### config.mk
export PLATFORM = sky130hd
export DESIGN_NAME = pad_led_decoder_4_to_12_flat
export DESIGN_NICKNAME = d
export VERILOG_FILES = /design/src/rtl/pad_led_decoder_4_to_12_if.sv /design/src/rtl/pad_led_decoder_4_to_12.sv /design/src/flat_wrapper.sv
export SDC_FILE = /design/constraint.sdc
export NUM_CORES = 1
export LEC_CHECK = 0
export CAP_MARGIN = 15
export CELL_PAD_IN_SITES_DETAIL_PLACEMENT = 0
export CELL_PAD_IN_SITES_GLOBAL_PLACEMENT = 1
export CORE_MARGIN = 2
export CORE_UTILIZATION = 45
export CTS_BUF_LIST = sky130_fd_sc_hd__clkbuf_16
export CTS_CLUSTER_DIAMETER = 30
export DETAILED_ROUTE_END_ITERATION = 10
export HOLD_SLACK_MARGIN = 0.06
export PLACE_DENSITY_LB_ADDON = 0.3
export SYNTH_ARGS = -nofsm -noshare
export SYNTH_HDL_FRONTEND = slang
export SYNTH_SLANG_ARGS = --single-unit
### constraint.sdc
create_clock -name clk -period 2.75 [get_ports clk]
set_input_delay 0.55 -clock clk [delete_from_list [all_inputs] [get_ports clk]]
set_output_delay 0.55 -clock clk [all_outputs]
set_load 0.05 [all_outputs]
### src/rtl/pad_led_decoder_4_to_12_if.sv
// Bundles the code-producer/LED-driver signals of pad_led_decoder_4_to_12.
//
// Signals:
//   clear      producer -> decoder  synchronous flush of queue and display
//   in_binary  producer -> decoder  4-bit pad code, 0..11 legal
//   in_valid   producer -> decoder  in_binary is valid this cycle
//   in_ready   decoder -> producer  queue can accept a code
//   out_onehot decoder -> LEDs      registered one-hot LED drive
//   busy       decoder -> producer  queue non-empty or display active
//   err        decoder -> producer  one-cycle pulse on an illegal code
//
// Modports: master = code producer, slave = decoder.
interface pad_led_decoder_4_to_12_if;
  logic        clear;
  logic [3:0]  in_binary;
  logic        in_valid;
  logic        in_ready;
  logic [11:0] out_onehot;
  logic        busy;
  logic        err;

  modport master (
    output clear,
    output in_binary,
    output in_valid,
    input  in_ready,
    input  out_onehot,
    input  busy,
    input  err
  );

  modport slave (
    input  clear,
    input  in_binary,
    input  in_valid,
    output in_ready,
    output out_onehot,
    output busy,
    output err
  );
endinterface

### src/rtl/pad_led_decoder_4_to_12.sv
// Pad LED decoder: queues 4-bit pad codes (0..11) in a small FIFO and shows
// each one on a 12-bit one-hot LED bus for HOLD_CYCLES cycles, followed by a
// single dark cycle before the next queued code.
//
// Ports:
//   clk    system clock, rising edge
//   rst_n  asynchronous active-low reset; LEDs go dark immediately
//   bus    slave side of pad_led_decoder_4_to_12_if (see that file)
//
// Parameters:
//   HOLD_CYCLES  cycles each LED stays lit (1..255, 8-bit timer)
//   FIFO_DEPTH   queued codes (power of 2, 2..16)
module pad_led_decoder_4_to_12 #(
  parameter int unsigned HOLD_CYCLES = 4,
  parameter int unsigned FIFO_DEPTH  = 4
) (
  input logic                         clk,
  input logic                         rst_n,
  pad_led_decoder_4_to_12_if.slave    bus
);

  localparam int unsigned PtrW = (FIFO_DEPTH > 1) ? $clog2(FIFO_DEPTH) : 1;
  localparam int unsigned CntW = PtrW + 1;
  localparam logic [7:0]      HoldLoad = 8'(HOLD_CYCLES - 1);
  localparam logic [CntW-1:0] CntFull  = CntW'(FIFO_DEPTH);
  localparam logic [CntW-1:0] CntOne   = CntW'(1);
  localparam logic [PtrW-1:0] PtrOne   = PtrW'(1);

  typedef enum logic [1:0] {StIdle, StShow, StGap} state_e;

  // FIFO storage and bookkeeping
  logic [3:0]      r_mem [FIFO_DEPTH];
  logic [PtrW-1:0] r_wr_ptr;
  logic [PtrW-1:0] r_rd_ptr;
  logic [CntW-1:0] r_count;
  logic [CntW-1:0] w_count_d;

  // Display FSM state
  state_e          r_state;
  state_e          w_state_d;
  logic [7:0]      r_timer;
  logic [7:0]      w_timer_d;
  logic [11:0]     r_onehot;
  logic [11:0]     w_onehot_d;
  logic            r_err;

  logic            w_legal;
  logic            w_full;
  logic            w_empty;
  logic            w_push;
  logic            w_pop;
  logic [3:0]      w_head;

  assign w_legal = (bus.in_binary <= 4'd11);
  assign w_full  = (r_count == CntFull);
  assign w_empty = (r_count == '0);
  assign w_head  = r_mem[r_rd_ptr];

  // Full blocks pushes even if a pop happens this cycle; clear drops the offer.
  assign w_push = bus.in_valid & ~w_full & w_legal & ~bus.clear;

  // ---------------------------------------------------------------------------
  // FIFO
  // ---------------------------------------------------------------------------
  // Storage is not reset: entries are only read once count says they are valid.
  always_ff @(posedge clk) begin
    if (w_push) begin
      r_mem[r_wr_ptr] <= bus.in_binary;
    end
  end

  always_comb begin
    w_count_d = r_count;
    case ({w_push, w_pop})
      2'b10:   w_count_d = r_count + CntOne;
      2'b01:   w_count_d = r_count - CntOne;
      default: w_count_d = r_count;
    endcase
  end

  always_ff @(posedge clk or negedge rst_n) begin
    if (!rst_n) begin
      r_wr_ptr <= '0;
      r_rd_ptr <= '0;
      r_count  <= '0;
    end else if (bus.clear) begin
      r_wr_ptr <= '0;
      r_rd_ptr <= '0;
      r_count  <= '0;
    end else begin
      // Pointers wrap naturally because FIFO_DEPTH is a power of 2.
      if (w_push) begin
        r_wr_ptr <= r_wr_ptr + PtrOne;
      end
      if (w_pop) begin
        r_rd_ptr <= r_rd_ptr + PtrOne;
      end
      r_count <= w_count_d;
    end
  end

  // ---------------------------------------------------------------------------
  // Display FSM: next-state / next-output
  // ---------------------------------------------------------------------------
  always_comb begin
    w_state_d  = r_state;
    w_timer_d  = r_timer;
    w_onehot_d = r_onehot;
    w_pop      = 1'b0;

    if (bus.clear) begin
      w_state_d  = StIdle;
      w_timer_d  = '0;
      w_onehot_d = '0;
    end else begin
      unique case (r_state)
        // IDLE and GAP both launch the next queued code; the GAP cycle itself
        // is the one dark cycle between back-to-back codes.
        StIdle, StGap: begin
          if (!w_empty) begin
            w_pop      = 1'b1;
            w_onehot_d = 12'd1 << w_head;
            w_timer_d  = HoldLoad;
            w_state_d  = StShow;
          end else begin
            w_onehot_d = '0;
            w_state_d  = StIdle;
          end
        end
        // Timer is loaded with HOLD_CYCLES-1, so the LED is lit for the load
        // cycle plus HOLD_CYCLES-1 countdown cycles.
        StShow: begin
          if (r_timer != '0) begin
            w_timer_d = r_timer - 8'd1;
          end else begin
            w_onehot_d = '0;
            w_state_d  = StGap;
          end
        end
        default: begin
          w_state_d  = StIdle;
          w_timer_d  = '0;
          w_onehot_d = '0;
        end
      endcase
    end
  end

  // ---------------------------------------------------------------------------
  // Display FSM: state register
  // ---------------------------------------------------------------------------
  always_ff @(posedge clk or negedge rst_n) begin
    if (!rst_n) begin
      r_state  <= StIdle;
      r_timer  <= '0;
      r_onehot <= '0;
    end else begin
      r_state  <= w_state_d;
      r_timer  <= w_timer_d;
      r_onehot <= w_onehot_d;
    end
  end

  // Illegal-code pulse fires regardless of ready or clear.
  always_ff @(posedge clk or negedge rst_n) begin
    if (!rst_n) begin
      r_err <= 1'b0;
    end else begin
      r_err <= bus.in_valid & ~w_legal;
    end
  end

  // ---------------------------------------------------------------------------
  // Outputs
  // ---------------------------------------------------------------------------
  assign bus.in_ready   = ~w_full;
  assign bus.out_onehot = r_onehot;
  assign bus.err        = r_err;
  assign bus.busy       = (r_state != StIdle) | ~w_empty;

endmodule
### src/flat_wrapper.sv
// flat-port wrapper written by rule: the top's interface ports become plain ports
module pad_led_decoder_4_to_12_flat 
#(
  parameter int unsigned HOLD_CYCLES = 4,
  parameter int unsigned FIFO_DEPTH  = 4
)
  (clk, rst_n, bus_clear, bus_in_binary, bus_in_valid, bus_in_ready, bus_out_onehot, bus_busy, bus_err);
  pad_led_decoder_4_to_12_if bus_i ();
  input logic clk;
  input logic rst_n;
  input wire logic [$bits(bus_i.clear)-1:0] bus_clear;
  input wire logic [$bits(bus_i.in_binary)-1:0] bus_in_binary;
  input wire logic [$bits(bus_i.in_valid)-1:0] bus_in_valid;
  output wire logic [$bits(bus_i.in_ready)-1:0] bus_in_ready;
  output wire logic [$bits(bus_i.out_onehot)-1:0] bus_out_onehot;
  output wire logic [$bits(bus_i.busy)-1:0] bus_busy;
  output wire logic [$bits(bus_i.err)-1:0] bus_err;
  assign bus_i.clear = bus_clear;
  assign bus_i.in_binary = bus_in_binary;
  assign bus_i.in_valid = bus_in_valid;
  assign bus_in_ready = bus_i.in_ready;
  assign bus_out_onehot = bus_i.out_onehot;
  assign bus_busy = bus_i.busy;
  assign bus_err = bus_i.err;
  pad_led_decoder_4_to_12 #(.HOLD_CYCLES(HOLD_CYCLES), .FIFO_DEPTH(FIFO_DEPTH)) u_core (.clk(clk), .rst_n(rst_n), .bus(bus_i));
endmodule
After elaboration in Yosys (flattened, before gate mapping):

Memory sizes are Yosys's and may differ from the RTL's.
Index checks and enable logic that the tools add are counted.

* flip-flop bits (word level): 30
* RAM bits: 16
* logic and storage cells: 64
* memories: 1

* add/sub/neg operators: 5
* magnitude comparators: 1
* eq/ne operators: 8
* shift operators: 1
* muxes and demuxes: 23
* bitwise operators: 9
* reductions and logical operators: 9

Memories
* u_core.r_mem: words 4, width 4, rd ports 1, clocked after memory_dff 0, wr ports 1, line pad_led_decoder_4_to_12.sv:32 `logic [3:0] r_mem [FIFO_DEPTH];`

Operators with widths (number)
* two-way mux 12 bit: 3
* two-way mux 8 bit: 3
* case mux 12 bit (2 select lines): 1
* case mux 8 bit (2 select lines): 1
* two-way mux 2 bit: 6
* << shifter 1 x 4 -> 12 bit, first input constant: 1
* nonzero test 8 bit: 1
* subtractor 8 x 1 -> 8 bit, second input constant: 1
* two-way mux 1 bit: 6
* inequality test 3 bit, second input constant: 2
* case mux 3 bit (2 select lines): 1
* nonzero test 2 bit: 3
* adder 2 x 1 -> 2 bit, second input constant: 2
* bitwise AND 1 bit: 4
* == test 2 x 1 -> 1 bit, second input constant: 2
* == test 2 bit, second input constant: 2
* less-or-equal comparator 4 bit, second input constant: 1
* NOT 1 bit: 4
* case mux 2 bit (2 select lines): 1
* adder 3 x 1 -> 3 bit, second input constant: 1
* == test 3 bit, second input constant: 1
* logical NOT 3 bit: 1
* two-way mux 3 bit: 1
* inequality test 3 x 2 -> 1 bit, second input constant: 1
* other kinds (6): 6

Depth between registers and ports, before layout:

Gate-level depths: netlist (run 1).

* depth in word-level cells: 8
* gate-level depth with buffers: 7

Worst setup path before layout (run 1):

No wires, ideal clock.

* kind: register to register
* start point: register u_core.r_count[0]
* end point: register u_core.r_count[2]
* data arrival time: 2116 ps
* setup slack: 507 ps
* cell stages (with the launch flop): 8
* cell sequence: dfrtp_1 nor3_1 or3_1 clkbuf_1 nor2_1 fa_1 mux2i_1 mux2_1

* word-level cells in the longest chain between the ends: 8
* elaborated cells between the ends (all ways): 16
* classes of those cells: add/sub (2); eq/ne (3); mux (5); bitwise (4); reduce/logical (2)

Ends and longest elaborated chain
* start: declaration: line pad_led_decoder_4_to_12.sv:35 `logic [CntW-1:0] r_count;`
* start signal: assignment: line pad_led_decoder_4_to_12.sv:98 `r_count <= w_count_d;`
* == test 3 bit: line pad_led_decoder_4_to_12.sv:55 `assign w_full = (r_count == CntFull);`
* NOT 1 bit: line pad_led_decoder_4_to_12.sv:60 `assign w_push = bus.in_valid & ~w_full & w_legal & ~bus.clear;`
* bitwise AND 1 bit (3 in a row): line pad_led_decoder_4_to_12.sv:60
* == test 2 x 1 -> 1 bit / == test 2 bit (equally long branches): line pad_led_decoder_4_to_12.sv:74 `case ({w_push, w_pop})`
* case mux 3 bit (2 select lines): line pad_led_decoder_4_to_12.sv:74
* two-way mux 3 bit: line pad_led_decoder_4_to_12.sv:86 `end else if (bus.clear) begin`

Parallel ways exist; a longest one is shown, timed or not.
A chain may end at the register's enable or synchronous reset.

Worst setup path after layout (run 1):

* start point: register u_core.r_count[0]
* end point: output port bus_in_ready

* word-level cells in the longest chain between the ends: 2

Ends and longest elaborated chain
* == test 3 bit: line pad_led_decoder_4_to_12.sv:55
* NOT 1 bit: line pad_led_decoder_4_to_12.sv:176 `assign bus.in_ready = ~w_full;`
* end: declaration: line flat_wrapper.sv:14 `output wire logic [$bits(bus_i.in_ready)-1:0] bus_in_ready;`

No other way between the ends.

==> results of run 1 <==
## cell families after synthesis
family / synth area share
AND/OR/NAND/NOR: 0.173
adder cells (fa/ha/maj): 0.0430
buffers and inverters: 0.0328
AO/OA/AOI/OAI: 0.128
flip-flops: 0.557
multiplexers: 0.0549
XOR/XNOR: 0.0119
## synthesized netlist by cell type, types with 2 or more instances
library cell | count | area [sq um]
a21oi_1 | 5 | 25.0
a22o_1 | 9 | 78.8
a31oi_1 | 3 | 18.8
and2_1 | 4 | 25.0
and3_1 | 2 | 12.5
buf_2 | 4 | 20.0
clkbuf_1 | 2 | 7.51
dfrtp_1 | 30 | 751
edfxtp_1 | 16 | 480
ha_1 | 6 | 75.1
inv_1 | 9 | 33.8
mux2i_1 | 2 | 20.0
mux4_2 | 4 | 90.1
nand2_1 | 11 | 41.3
nand2b_1 | 3 | 18.8
nand3_1 | 5 | 25.0
nand3b_1 | 2 | 15.0
nor2_1 | 13 | 48.8
nor2b_1 | 3 | 18.8
nor3_1 | 3 | 15.0
nor3b_1 | 4 | 30.0
o21ai_0 | 7 | 35.0
o31ai_1 | 4 | 30.0
or3_1 | 3 | 18.8
or3b_1 | 3 | 26.3
or4_1 | 2 | 15.0
xnor2_1 | 2 | 17.5
## cell type report
class                           instances  area (sq um)
Clock buffer                            5           125
Clock inverter                          3          25.0
Fill cell                             403          2070
Inverter                                9          33.8
Multi-Input combinational cell        119           908
Sequential cell                        46          1230
Tap cell                               67          83.8
Timing Repair Buffer                   26           248
## power by group through the flow
stage          combinational [mW]  sequential [mW]  clock [mW]
2_1_floorplan               0.853            0.938           0
3_3_place_gp                 1.06            0.960           0
3_5_place_dp                 1.10            0.968           0
4_1_cts                      1.11            0.956       0.610
5_1_grt                      1.22            0.980       0.636
6_report                     1.10            0.957       0.600
## state kept, by name (all words and copies together), names as in the netlist
| signal | cells |
|---|---|
| u_core.r_wr_ptr | 2 |
| u_core.bus.err | 1 |
| u_core.r_count | 3 |
| u_core.r_timer | 8 |
| u_core.r_mem | 16 |
| u_core.bus.out_onehot | 12 |
| u_core.r_rd_ptr | 2 |
| u_core.r_state | 2 |
## worst max-delay path, delay by kind of cell (launching register included)
family / cells / cell delay, ps
buffers and inverters: 1 / 740
and+or+nand+nor: 1 / 510
DFF: 1 / 460
## stage by stage
| step | setup WS [ps] | hold WS [ps] | area (sq um) | power, mW | util |
|---|---|---|---|---|---|
| after floorplan | 507 | 254 | 2210 | 1.79 | - |
| after global placement | 240 | 466 | 2500 | 2.02 | 0.530 |
| after detailed placement | 76.1 | 471 | 2500 | 2.07 | 0.530 |
| after CTS | 204 | 485 | 2660 | 2.67 | 0.562 |
| after global routing | 151 | 511 | 2660 | 2.83 | 0.562 |
| final | 206 | 480 | 2660 | 2.66 | 0.562 |
## path summary, 6_finish.rpt
| check | depth (start not counted) | slack [ps] | end |
|---|---|---|---|
| setup / recovery | 2 | 210 | bus_in_ready |
| hold / removal | 2 | 480 | u_core.bus.out_onehot[11] |
| setup reg to reg | 6 | 480 | u_core.r_count[2] |
| hold reg to reg | 2 | 480 | u_core.bus.out_onehot[11] |
| max in group asynchronous | 2 | 1800 | u_core.r_count[2] |
| min in group asynchronous | 2 | 660 | u_core.bus.out_onehot[10] |
## routing by layer
layer  vias up  GRT usage
met5         -          0
met1       761      0.223
li1        720          -
met4         0     0.0586
met3         7     0.0447
met2        35      0.299
==> results_dict.tcl, run 1 <==
set metrics [dict create \
    status "finished clean" \
    wl_met1_mm 1.95 \
    p_sw_mw 1.05 \
    grt_max_degree 31 \
    worstPathCellList "or3b_1 > clkdlybuf4s50_1" \
    start_kind "flip-flop" \
    rsz0062_at_grt "false" \
    endpoint_kind "output pin" \
    intPower_mw 1.61 \
    dp.cells 267 \
    nNetsFinal 222 \
    drt_wl_total_mm 4.26 \
    p_comb_frac 0.415 \
    r2r-start "u_core.r_count[0]" \
    first_global_vias 1568 \
    finalSetupViolations 0 \
    synth_area_sq_mm 0.00221 \
    critPathKind "flip-flop to output pin" \
    coreArea_sq_mm 0.00472 \
    instances_no_fill 275 \
    fin_crit_sh 0.925 \
    die_x_um 74.1 \
    hp-class "flip-flop to flip-flop" \
    cts_hold_buffers 0 \
    hp-start "u_core.bus.out_onehot[11]" \
    synth.net_count 196 \
    port_buffers 22 \
    peakVddDrop_mv 0.414 \
    final_cell_mix "dfrtp_1, clkdlybuf4s50_1, edfxtp_1, nor2_1, nand2_1" \
    final-hold-violation-count 0 \
    grt_antenna_before_repair 0 \
    routed-wl-met2_mm 2.10 \
    cp-startpoint "u_core.r_count[0]" \
    ys_ff_latch 46 \
    required_ps 2200 \
    cts_setup_buffers 0 \
    fin_worst_skew_ps 3.64 \
    vias 1523 \
    p_sw_frac 0.395 \
    finalCriticalPeriod_ps 2540 \
    crit_slowest_cell "clkdlybuf4s50_1" \
    worstPathMaxFanout 7 \
    critical_path_arrival_ps 1990 \
    netlist_instances 181 \
    met3_length_um 147 \
    async_flop_share 0.652 \
    dieArea_sq_mm 0.00549 \
    mostFrequentLayoutCell "dfrtp_1" \
    first_pass_iters 4 \
    tightest_slew_ps 500 \
    topRoutingLayerUsed "met4" \
    cpPeakStageDelay_ps 740 \
    cts-root-buf "clkbuf_16" \
    cts.path.max_buffers 2 \
    route.detailed.drc 0 \
    grt_usage 0.177 \
    clock_sinks 46 \
    synth_cell_types 47 \
    slew_viol_final 0 \
    tns_ps 0 \
    slew_headroom 0.666 \
    viasPerCell 5.54 \
    io_pins 23 \
    place_congestion 0.753 \
    layout-area-overhead-vs-synth_pct 20.0 \
    clk_latency_ps 280 \
    p_clk_frac 0.226 \
    seq_power_share 0.360 \
    start_util 0.468 \
    cts_buffers 5 \
    yosys_warnings 0 \
    p_per_area_mw_per_mm2 1000 \
    yosysSeqAreaShare 0.557 \
    dp.final_hpwl_mm 3.17 \
    die_y_um 74.1 \
    num_antenna_cells 0 \
    maxCapViolations 0 \
    drive_above_1_share 0.120 \
    h-tree-depth 2 \
    wl_per_cell_um 15.5 \
    syn_avg_cell_area_sq_um 12.2 \
    grt_overflow 0 \
    p_leak_nw 1.05 \
    postRouteAntennaNets 0 \
    ctsResizeCount 0 \
    dr.first_iter.drc_count 153 \
    max_freq_ghz 0.393 \
    path_clk_slew_ps 60 \
    cts_tree "yes" \
    synth_edf_count 16 \
    rows 25 \
    grt_pass1_wl_mm 7.33 \
    ys.flop_type "dfrtp_1" \
]
(Power assumes the default switching activity.)
==> inputs of run 2 (changes only) <==
--- a/config.mk
+++ b/config.mk
@@ -6,10 +6,8 @@
 export NUM_CORES = 1
 export LEC_CHECK = 0
 export CAP_MARGIN = 15
-export CELL_PAD_IN_SITES_DETAIL_PLACEMENT = 0
-export CELL_PAD_IN_SITES_GLOBAL_PLACEMENT = 1
 export CORE_MARGIN = 2
-export CORE_UTILIZATION = 45
+export CORE_UTILIZATION = 55
 export CTS_BUF_LIST = sky130_fd_sc_hd__clkbuf_16
 export CTS_CLUSTER_DIAMETER = 30
 export DETAILED_ROUTE_END_ITERATION = 10
==> results_dict.tcl, run 2 (synthesis results as in run 1) <==
set metrics [dict create \
    peakVddDrop_mv 0.536 \
    grt_pass1_wl_mm 6.93 \
    p_leak_nw 1.06 \
    crit_slowest_cell "clkdlybuf4s50_1" \
    required_ps 2200 \
    grtUsageMet2 0.380 \
    grt_use_met1 0.253 \
    grt_overflow 0 \
    maxCapViolations 0 \
    fin_worst_skew_ps 6.59 \
    die_y_um 67.4 \
    path_delay_family "buffers and inverters" \
    worstPathBufferInverterCount 1 \
    route.detailed.drc 0 \
    layout-area-overhead-vs-synth_pct 18.6 \
    busiest_layer "met2" \
    cts_buffers 5 \
    dr.first_iter.drc_count 147 \
    fin_crit_sh 0.917 \
    clk_latency_ps 290 \
    critPathKind "flip-flop to output pin" \
    grt_usage 0.216 \
    finalSetupViolations 0 \
    viasPerCell 6.00 \
    final-hold-violation-count 0 \
    tns_ps 0 \
    num_antenna_cells 0 \
    mostFrequentLayoutCell "dfrtp_1" \
    slew_viol_final 0 \
    first_global_vias 1499 \
    worstPathCellList "or3b_1 > clkdlybuf4s50_1" \
    top_register "u_core.r_mem" \
    critical_path_arrival_ps 1970 \
    drive_above_1_share 0.111 \
    cts-root-buf "clkbuf_16" \
    p_per_area_mw_per_mm2 997 \
    largest_reg_flops 16 \
    start_util 0.561 \
    vias 1549 \
    ctsResizeCount 0 \
    rows 23 \
    total_power_mw 2.62 \
    grt_antenna_before_repair 0 \
    die_x_um 67.4 \
    path_clk_slew_ps 60 \
    port_buffers 22 \
    cts_hold_buffers 0 \
    cts.path.max_buffers 2 \
    place_congestion 0.873 \
    nNetsFinal 222 \
    endpoint_kind "output pin" \
    start_kind "flip-flop" \
    tightest_slew_ps 497 \
    clock_sinks 46 \
    max_freq_ghz 0.396 \
    wl_per_cell_um 16.6 \
    finalCriticalPeriod_ps 2520 \
    drt_wl_total_mm 4.29 \
    final_cell_mix "dfrtp_1, clkdlybuf4s50_1, edfxtp_1, nor2_1" \
    use_met3 0.0600 \
    cts_tree "yes" \
    slew_headroom 0.668 \
    cts_setup_buffers 0 \
    h-tree-depth 2 \
    worstPathMaxFanout 7 \
    rsz0062_at_grt "false" \
    coreArea_sq_mm 0.00394 \
    hp-class "flip-flop to flip-flop" \
    fillers 293 \
    first_pass_iters 4 \
    status "finished clean" \
    dp.final_hpwl_mm 3.06 \
    postRouteAntennaNets 0 \
    cpPeakStageDelay_ps 740 \
    dieArea_sq_mm 0.00455 \
    grt_max_degree 31 \
    io_pins 23 \
]
[run 2: area by class of cell]
| type | count | area [sq um] | area share |
|---|---|---|---|
| Clock buffer | 5 | 125 | 0.0477 |
| Sequential cell | 46 | 1230 | 0.469 |
| Tap cell | 50 | 62.6 | 0.0238 |
| Timing Repair Buffer | 26 | 248 | 0.0944 |
| Inverter | 9 | 33.8 | 0.0129 |
| Clock inverter | 3 | 15.0 | 0.00572 |
| Multi-Input combinational cell | 119 | 908 | 0.346 |
[run 2: power breakdown]
part	internal (mW)	total (mW)	leakage, nW	switching (mW)
combinational	0.452	1.08	0.431	0.632
sequential	0.814	0.960	0.553	0.146
clock	0.330	0.571	0.0724	0.241
[run 2: path summary, 6_finish.rpt]
path,startpoint,end,slack (ps),cells past startpoint
max,u_core.r_count[0],bus_in_ready,230,2
min,u_core.bus.out_onehot[7],u_core.bus.out_onehot[7],500,2
max reg2reg,u_core.r_count[0],u_core.r_count[2],540,6
min reg2reg,u_core.bus.out_onehot[7],u_core.bus.out_onehot[7],500,2
max in group asynchronous,rst_n,u_core.r_timer[0],1810,2
min in group asynchronous,rst_n,u_core.bus.out_onehot[3],650,2
[run 2: worst reg2reg max path: cells and delay by family, from the launching register on]
family        cells  cell delay, ps
simple gates      3             910
mux               2             520
fa+ha+maj         1             210
flops             1             450
[run 2: layer usage]
metal  wire length, um  vias up
li1                  -      719
met1              1770      783
met2              2260       40
met3               198        7
met4                63        0
met5                 0        -
[run 2: stage by stage]
stage | area [sq um] | utilization | worst slack [ps] | std cells | hold slack [ps]
6_report | 2620 | 0.666 | 228 | 258 | 496
5_1_grt | 2620 | 0.666 | 162 | 258 | 522
4_1_cts | 2620 | 0.666 | 215 | 258 | 493
3_5_place_dp | 2480 | 0.630 | 126 | 250 | 484
3_3_place_gp | 2480 | 0.630 | 242 | 250 | 471
2_1_floorplan | 2210 | - | 507 | 181 | 254
